===== config.mk =====
export PLATFORM = sky130hd
export DESIGN_NAME = cmem_fill
export DESIGN_NICKNAME = d
export VERILOG_FILES = /design/src/rtl/cmem_fill_pkg.sv /design/src/rtl/cmem_fill_buf.sv /design/src/rtl/cmem_fill.sv
export SDC_FILE = /design/constraint.sdc
export NUM_CORES = 1
export LEC_CHECK = 0
export CAP_MARGIN = 20
export CORE_MARGIN = 3
export CORE_UTILIZATION = 34
export CTS_CLUSTER_DIAMETER = 150
export DETAILED_ROUTE_END_ITERATION = 10
export GPL_TIMING_DRIVEN = 0
export SKIP_CTS_REPAIR_TIMING = 1
export SYNTH_ARGS = -nofsm -noshare
export SYNTH_HDL_FRONTEND = slang
export SYNTH_SLANG_ARGS = --single-unit

===== constraint.sdc =====
create_clock -name clk -period 20.3 [get_ports clk]
set_input_delay 3.045 -clock clk [delete_from_list [all_inputs] [get_ports clk]]
set_output_delay 3.045 -clock clk [all_outputs]
set_load 0.05 [all_outputs]

===== src/rtl/cmem_fill_pkg.sv =====
// Shared configuration for the cache line-fill responder: FSM state encodings,
// default line/beat geometry and the width derivations used by the fill logic.
package cmem_fill_pkg;

  localparam int CF_BLK_LEN = 58;
  localparam int CF_LINE_W  = 512;
  localparam int CF_WORD_W  = 64;
  localparam int CF_ADDR_W  = 64;

  typedef enum logic [1:0] {
    CF_S_IDLE  = 2'd0,
    CF_S_FETCH = 2'd1,
    CF_S_DONE  = 2'd2
  } cf_state_t;

  // Number of memory beats that make up one cache line.
  function automatic int cf_beats(input int line_w, input int word_w);
    return line_w / word_w;
  endfunction

  // Number of byte-offset bits covered by one beat.
  function automatic int cf_off_w(input int word_w);
    return $clog2(word_w / 8);
  endfunction

  // Width of the beat counter within a line.
  function automatic int cf_cnt_w(input int beats);
    return $clog2(beats);
  endfunction

  localparam int CF_BEATS = cf_beats(CF_LINE_W, CF_WORD_W);

endpackage


===== src/rtl/cmem_fill_buf.sv =====
// Line assembly register: collects memory beats into one cache line, with the
// beat slot selected by the fill counter. Beat 0 lands in the low word.
module cmem_fill_buf
  import cmem_fill_pkg::*;
#(
  parameter int LINE_W = CF_LINE_W,
  parameter int WORD_W = CF_WORD_W
) (
  input  logic                                           clk,
  input  logic                                           rst,
  input  logic                                           we,
  input  logic [cf_cnt_w(cf_beats(LINE_W, WORD_W))-1:0]  idx,
  input  logic [WORD_W-1:0]                              wdata,
  output logic [LINE_W-1:0]                              line
);

  localparam int BEATS = cf_beats(LINE_W, WORD_W);
  localparam int CNT_W = cf_cnt_w(BEATS);

  // Write the incoming beat into its slot; other slots keep their contents.
  always_ff @(posedge clk or posedge rst) begin
    if (rst) begin
      line <= '0;
    end else if (we) begin
      for (int b = 0; b < BEATS; b++) begin
        if (idx == CNT_W'(b)) begin
          line[b*WORD_W +: WORD_W] <= wdata;
        end
      end
    end
  end

endmodule


===== src/rtl/cmem_fill.sv =====
// Line-fill responder for the shared cache: accepts one block read, fetches it
// beat by beat over the memory request/acknowledge port and returns the whole
// line with a one-cycle data-valid pulse. A request withdrawn mid-fetch still
// drains all beats so the memory handshake is never broken, but gives no pulse.
module cmem_fill
  import cmem_fill_pkg::*;
#(
  parameter int BLK_LEN = CF_BLK_LEN,
  parameter int LINE_W  = CF_LINE_W,
  parameter int WORD_W  = CF_WORD_W,
  parameter int ADDR_W  = CF_ADDR_W
) (
  input  logic               clk,
  input  logic               rst,
  input  logic [BLK_LEN-1:0] b_addr_c,
  input  logic               b_rd_c,
  output logic [LINE_W-1:0]  b_rdata_c,
  output logic               b_dv_c,
  output logic [ADDR_W-1:0]  m_addr,
  output logic               m_rd,
  input  logic [WORD_W-1:0]  m_rdata,
  input  logic               m_ack
);

  localparam int BEATS  = cf_beats(LINE_W, WORD_W);
  localparam int CNT_W  = cf_cnt_w(BEATS);
  localparam int OFF_W  = cf_off_w(WORD_W);
  localparam int FULL_W = BLK_LEN + CNT_W + OFF_W;

  localparam logic [CNT_W-1:0] LAST_BEAT = CNT_W'(BEATS - 1);

  cf_state_t          state_q;
  logic [BLK_LEN-1:0] blk_q;
  logic [CNT_W-1:0]   cnt_q;
  logic               abort_q;
  logic               beat_we;
  logic               abort_next;

  // Byte address of a beat: block, beat index, then the in-beat byte offset,
  // fitted to the memory address width.
  function automatic logic [ADDR_W-1:0] beat_addr(input logic [BLK_LEN-1:0] blk,
                                                  input logic [CNT_W-1:0]   c);
    logic [FULL_W-1:0] full;
    full = {blk, c, {OFF_W{1'b0}}};
    return ADDR_W'(full);
  endfunction

  // A beat is taken only while a memory read is outstanding.
  assign beat_we    = (state_q == CF_S_FETCH) && m_rd && m_ack;
  // Once the cache lets go of its request, the line in flight is discarded.
  assign abort_next = abort_q || !b_rd_c;

  cmem_fill_buf #(
    .LINE_W (LINE_W),
    .WORD_W (WORD_W)
  ) u_buf (
    .clk   (clk),
    .rst   (rst),
    .we    (beat_we),
    .idx   (cnt_q),
    .wdata (m_rdata),
    .line  (b_rdata_c)
  );

  // Fill sequencer: accept, step through the beats, then pulse data-valid.
  always_ff @(posedge clk or posedge rst) begin
    if (rst) begin
      state_q <= CF_S_IDLE;
      blk_q   <= '0;
      cnt_q   <= '0;
      abort_q <= 1'b0;
      m_rd    <= 1'b0;
      m_addr  <= '0;
      b_dv_c  <= 1'b0;
    end else begin
      case (state_q)
        CF_S_IDLE: begin
          b_dv_c <= 1'b0;
          if (b_rd_c) begin
            blk_q   <= b_addr_c;
            cnt_q   <= '0;
            abort_q <= 1'b0;
            m_rd    <= 1'b1;
            m_addr  <= beat_addr(b_addr_c, '0);
            state_q <= CF_S_FETCH;
          end
        end
        CF_S_FETCH: begin
          abort_q <= abort_next;
          if (beat_we) begin
            if (cnt_q == LAST_BEAT) begin
              cnt_q <= '0;
              m_rd  <= 1'b0;
              if (abort_next) begin
                state_q <= CF_S_IDLE;
              end else begin
                b_dv_c  <= 1'b1;
                state_q <= CF_S_DONE;
              end
            end else begin
              cnt_q  <= cnt_q + 1'b1;
              m_addr <= beat_addr(blk_q, cnt_q + 1'b1);
            end
          end
        end
        CF_S_DONE: begin
          b_dv_c  <= 1'b0;
          state_q <= CF_S_IDLE;
        end
        default: begin
          b_dv_c  <= 1'b0;
          m_rd    <= 1'b0;
          state_q <= CF_S_IDLE;
        end
      endcase
    end
  end

endmodule


==> metrics.md <==
| Metric | Value |
|---|---|
| Share of layout cells above drive strength 1 | roughly a third |
| CP arrival | approximately 1.9 ns |
| Mean Syn Cell Area | between 15 and 20 um^2 |
| Buf+Inv Stages, Crit Path | 1 |
| Initial Util | roughly a third |
| RSZ-0062 raised after global routing | no |
| Max stage delay on crit path | roughly 0.98 ns |
| Synth cell types | 36 |
| Final worst-path cycle share | between 20% and 30% |
| Clk Latency, worst-skew pair | just under 0.6 ns |
| HPWL after DPL | between 50000 and 60000 um |
| Core area | about 72000 um^2 |
| Initial antenna violation count | 7 |
| Port bufs | 699 |
| Fill count | between 6000 and 7000 |
| Crit start category | register |
| DRT iter0 DRCs | 676 |
| Antenna-violating nets left | 0 |
| Most frequent cells in the layout | clkdlybuf4s50_1 (699), dfrtp_1 (639), mux2_2 (523) |
| IO Count | ~700 |
| Hold Path Class | reg2reg |
| Final wirelength | about 80000 um |
| Crit Path Max Fanout | 2 |
| Vias | 16000 |
| Most common cell after layout, fill and taps aside | clkdlybuf4s50_1 |
| Maxcap violations | 0 |
| Pre-antenna DRT Iters | 5 |
| Max H-tree Level | 3 |
| Clk pin slew, worst setup/hold paths | roughly 0.060 ns |
| Vias per inst | between 4 and 5 |
| Synth warn | 0 |
| Fin nets | 2457 |
| Max-slew violations | 0 |
| Placer Congestion | ~0.81 |
| Cell breakdown of the critical path | clkdlybuf4s50_1 |
| Asr flop ratio synth | 100.0% |
| TritonCTS clock tree | built |
| Die area | about 77000 um^2 |
| Finished Layout Cells | around 3300 |
| TritonCTS Buffers | 70 |
| Largest net degree at the start of global routing | between 40 and 50 |
| First-pass GRT wire length | between 100000 and 150000 um |
| Setup tns final | 0 ns |
| Slew @ Worst Pin | about 1.1 ns |
| Number of global-route vias before repair | around 17000 |
| Final core occ | approximately half |
| Clk sinks | around 640 |
| Synth-to-Final Area Change | 43.89% |
| Die W | approximately 280 um |
| Final setup fails | 0 |
| Placed insts | roughly 3200 |
| Mapped cell area | ~25000 um^2 |
| Die H | roughly 280 um |
| Footprint of the multi-input gates | between 8000 and 9000 um^2 |
| Final min period | 4.961 ns |
| Status | finished, final reports clean |
| Residual DRC | 0 |
| Hold Vio Cnt, Final | 0 |
| Critical path type | reg2out |
| Total grt overflow | 0 |
| Slew margin rel. | roughly 29% |
| Clock Skew | 0.01687 ns |
| Fmax | around 0.20 GHz |
| Seq/Total Area, Yosys | 64.17% |
| Clock tree buffer depth | 3 |
| Required @ worst endpoint | about 17 ns |
| Total Routing Usage GR | a little over a fifth |
| Clock root cell | clkbuf_16 |
| Post-Syn Instances | roughly 1500 |
| WL per Instance | ~24 um |
| CP top delay family | buffers and inverters |
| Post-synth EDFFs | 0 |
| Slowest CP cell | clkdlybuf4s50_1 |
| Synth Flop Type | dfrtp_1 |
| Site Rows | 98 |
| #FFs+latches synth | between 600 and 700 |
| Post-Route Hold Slack | 0.4814 ns |
| CP Capture Type | output pin |
| Storage element area | 15990 um^2 |
[through the flow]
| step | setup WS [ns] | cell area, um^2 |
|---|---|---|
| 2_1_floorplan | 8.526 | 24930 |
| 5_1_grt | 15.27 | 35850 |
| 3_5_place_dp | 14.94 | 33480 |
| 6_report | 15.34 | 35860 |
| 3_3_place_gp | 4.694 | 33120 |
| 4_1_cts | 15.30 | 35850 |
[synthesized netlist by cell type (3+ instances only)]
library cell  instances  area, um^2
a21oi_1               3       15.01
a22oi_1              58       435.4
buf_2                30       150.1
buf_4                11       82.58
buf_6                38       427.9
clkbuf_1             12       45.04
dfrtp_1             639       15990
ha_1                  6       75.07
inv_1                 9       33.78
mux2_1               14       157.7
mux2_2              523        5889
mux2_4               33       495.5
mux2i_1              58       580.6
nand2_1               5       18.77
nand3_1               3       15.01
nor2_1               61       229.0
o21ai_0               4       20.02
[cells by family (layout without fill, tap and decap cells)]
| group | after synthesis | after routing | synth area share (%) |
|---|---|---|---|
| other | 1 | 7 | 0.01505 |
| adders and majority gates | 6 | 6 | 0.3013 |
| buffers and inverters | 100 | 941 | 2.967 |
| and+or+nand+nor | 89 | 89 | 1.893 |
| muxes | 628 | 628 | 28.59 |
| AOI/OAI and AO/OA | 71 | 71 | 2.069 |
| DFF | 639 | 639 | 64.17 |
[final timing paths]
path	start	to	slack, ns	cells after the start
max	u_buf.line[445]	b_rdata_c[445]	15.34	1
max reg2reg	cnt_q[0]	u_buf.line[129]	17.84	6
min	u_buf.line[181]	u_buf.line[181]	0.48	1
min reg2reg	u_buf.line[181]	u_buf.line[181]	0.48	1
min in group asynchronous	rst	u_buf.line[130]	2.94	2
max in group asynchronous	rst	u_buf.line[357]	15.61	7
[registers in the layout (all words and copies together), names as in the netlist]
register and cells:
state_q 2, abort_q 1, blk_q 58, m_rd 1, u_buf.line 512, b_dv_c 1, m_addr 61, cnt_q 3
[per-layer routing]
metal,share of wire (%),routed length (um),global-route usage (%),vias to the layer above
li1,-,-,-,7044
met1,39,31580,24.10,8286
met2,49,39960,35.65,509
met3,7.8,6341,7.090,154
met4,4.0,3243,8.297,4
met5,0.042,34,0,-
[layout make-up]
class / instances / area share, %
Sequential cell: 639 / 44.60
Multi-Input combinational cell: 797 / 22.86
Timing Repair Buffer: 717 / 20.54
Clock buffer: 104 / 5.866
Tap cell: 950 / 3.315
Buffer: 91 / 1.968
Clock inverter: 20 / 0.7223
Inverter: 9 / 0.1047
Antenna cell: 4 / 0.02792
Power is not shown: default switching activity piles up to over one toggle a cycle in this logic, so the estimate is an artifact.
==> edit, RTL diff (config.mk and constraints unchanged) <==
Encoding of `cf_state_t`: now one-hot (3 bits for 3 states).
--- a/src/rtl/cmem_fill_pkg.sv
+++ b/src/rtl/cmem_fill_pkg.sv
@@ -7,10 +7,10 @@
   localparam int CF_WORD_W  = 64;
   localparam int CF_ADDR_W  = 64;
 
-  typedef enum logic [1:0] {
-    CF_S_IDLE  = 2'd0,
-    CF_S_FETCH = 2'd1,
-    CF_S_DONE  = 2'd2
+  typedef enum logic [2:0] {
+    CF_S_IDLE  = 3'b001,
+    CF_S_FETCH = 3'b010,
+    CF_S_DONE  = 3'b100
   } cf_state_t;
 
   // Number of memory beats that make up one cache line.
Function: no difference found for any inputs over 4 cycles, from zero or initial values and one cycle with rst high; so few cycles prove little.
==> edit against the original RTL <==
Setup slack worse by 0.037 ns. Highest routed layer unchanged. Clock skew up 0.00065 ns. First-iteration DRC count down 24%. Routed wire length down 0.14%. Final area about the same. Sequential cell count up 1. Hold slack worse by 0.012 ns. Synthesized area down 0.53%. Synthesized cell count up 3.5%. Critical endpoint is now u_buf.line[357]$_DFFE_PP0P_.
==> edit: results (changes against the original RTL) <==
** Status
- The flow ran to the end, and the final reports show no timing, DRC or antenna violations.

** Min path
- Hold Path Stages :: 2 (+1)

** Route
- Metal2 WL :: 39200 um (-2.0%)
- Met3 wire length :: 6730 um (+6.2%)
- The vias after detailed routing came to 16107 (+0.69%).
- Routed met1 length :: 31500 um (-0.25%)
- The overall routed net length came to 81100 um (-0.14%).
- The number of DRC markers after the initial detailed-route iteration was 511 (-24%).

** Critical path
- Start point of the critical path :: m_ack
- The maximum net fanout on the critical path was 10 (+8).
- Cell with the largest stage delay on the worst path :: sky130_fd_sc_hd__nor3_4

** Finish
- The storage element area is 16000 sq um (+0.16%).
- The final-layout fill cell count came to 6198 (+0.76%).

** Placement
- Worst slack, placed :: 14.55 ns (-0.389 ns)
- Port Buffer Count :: 700 (+0.14%)
- Placed standard-cell area :: 33300 sq um (-0.40%)
- The total half-perimeter wirelength after legalization and detailed placement is 60600 um (+2.2%).

** Global routing
- First-pass GRT wire length :: 120000 um (about the same)
- The number of antenna violations at the first check in global routing was 16 (+9).
- Global routing met3 resource utilization :: 7.61% (+0.52 points)
- GRT Util Overall :: 20.9% (+0.060 points)
- The met1 demand-to-capacity share in global routing was 24.2% (+0.11 points).
- The via count of the first global-routing pass was 17400 (+0.50%).

** Yosys
- The synthesized instance count is 1588 (+3.5%).
- The synthesized-area fraction occupied by adder cells is 0.303% (+0.0016 points).
- The compound-cell area share of the yosys netlist is 0.404% (-1.7 points).
- The part of the Yosys area used for sequential elements is 64.6% (+0.45 points).
==> edit: cell types whose count changed after synthesis, moves of 5 or more <==
cell / before / now
sky130_fd_sc_hd__buf_4: 11 / 16
sky130_fd_sc_hd__buf_1: 0 / 7
sky130_fd_sc_hd__nand2_1: 5 / 179
sky130_fd_sc_hd__mux2_2: 523 / 595
sky130_fd_sc_hd__a22oi_1: 58 / 0
sky130_fd_sc_hd__buf_6: 38 / 19
sky130_fd_sc_hd__mux2_4: 33 / 6
sky130_fd_sc_hd__nor2_1: 61 / 2
sky130_fd_sc_hd__mux2i_1: 58 / 2
sky130_fd_sc_hd__mux2_1: 14 / 28
==> edit: area by class of cell <==
cell class,count,share of cell area [%]
sequential,640,44.6
multi-input combinational,858,22.8
timing repair buffer,718,20.5
clock buffer,106,6.06
tap,950,3.31
buffer,85,1.55
clock inverter,21,0.928
inverter,7,0.0837
antenna,7,0.0488
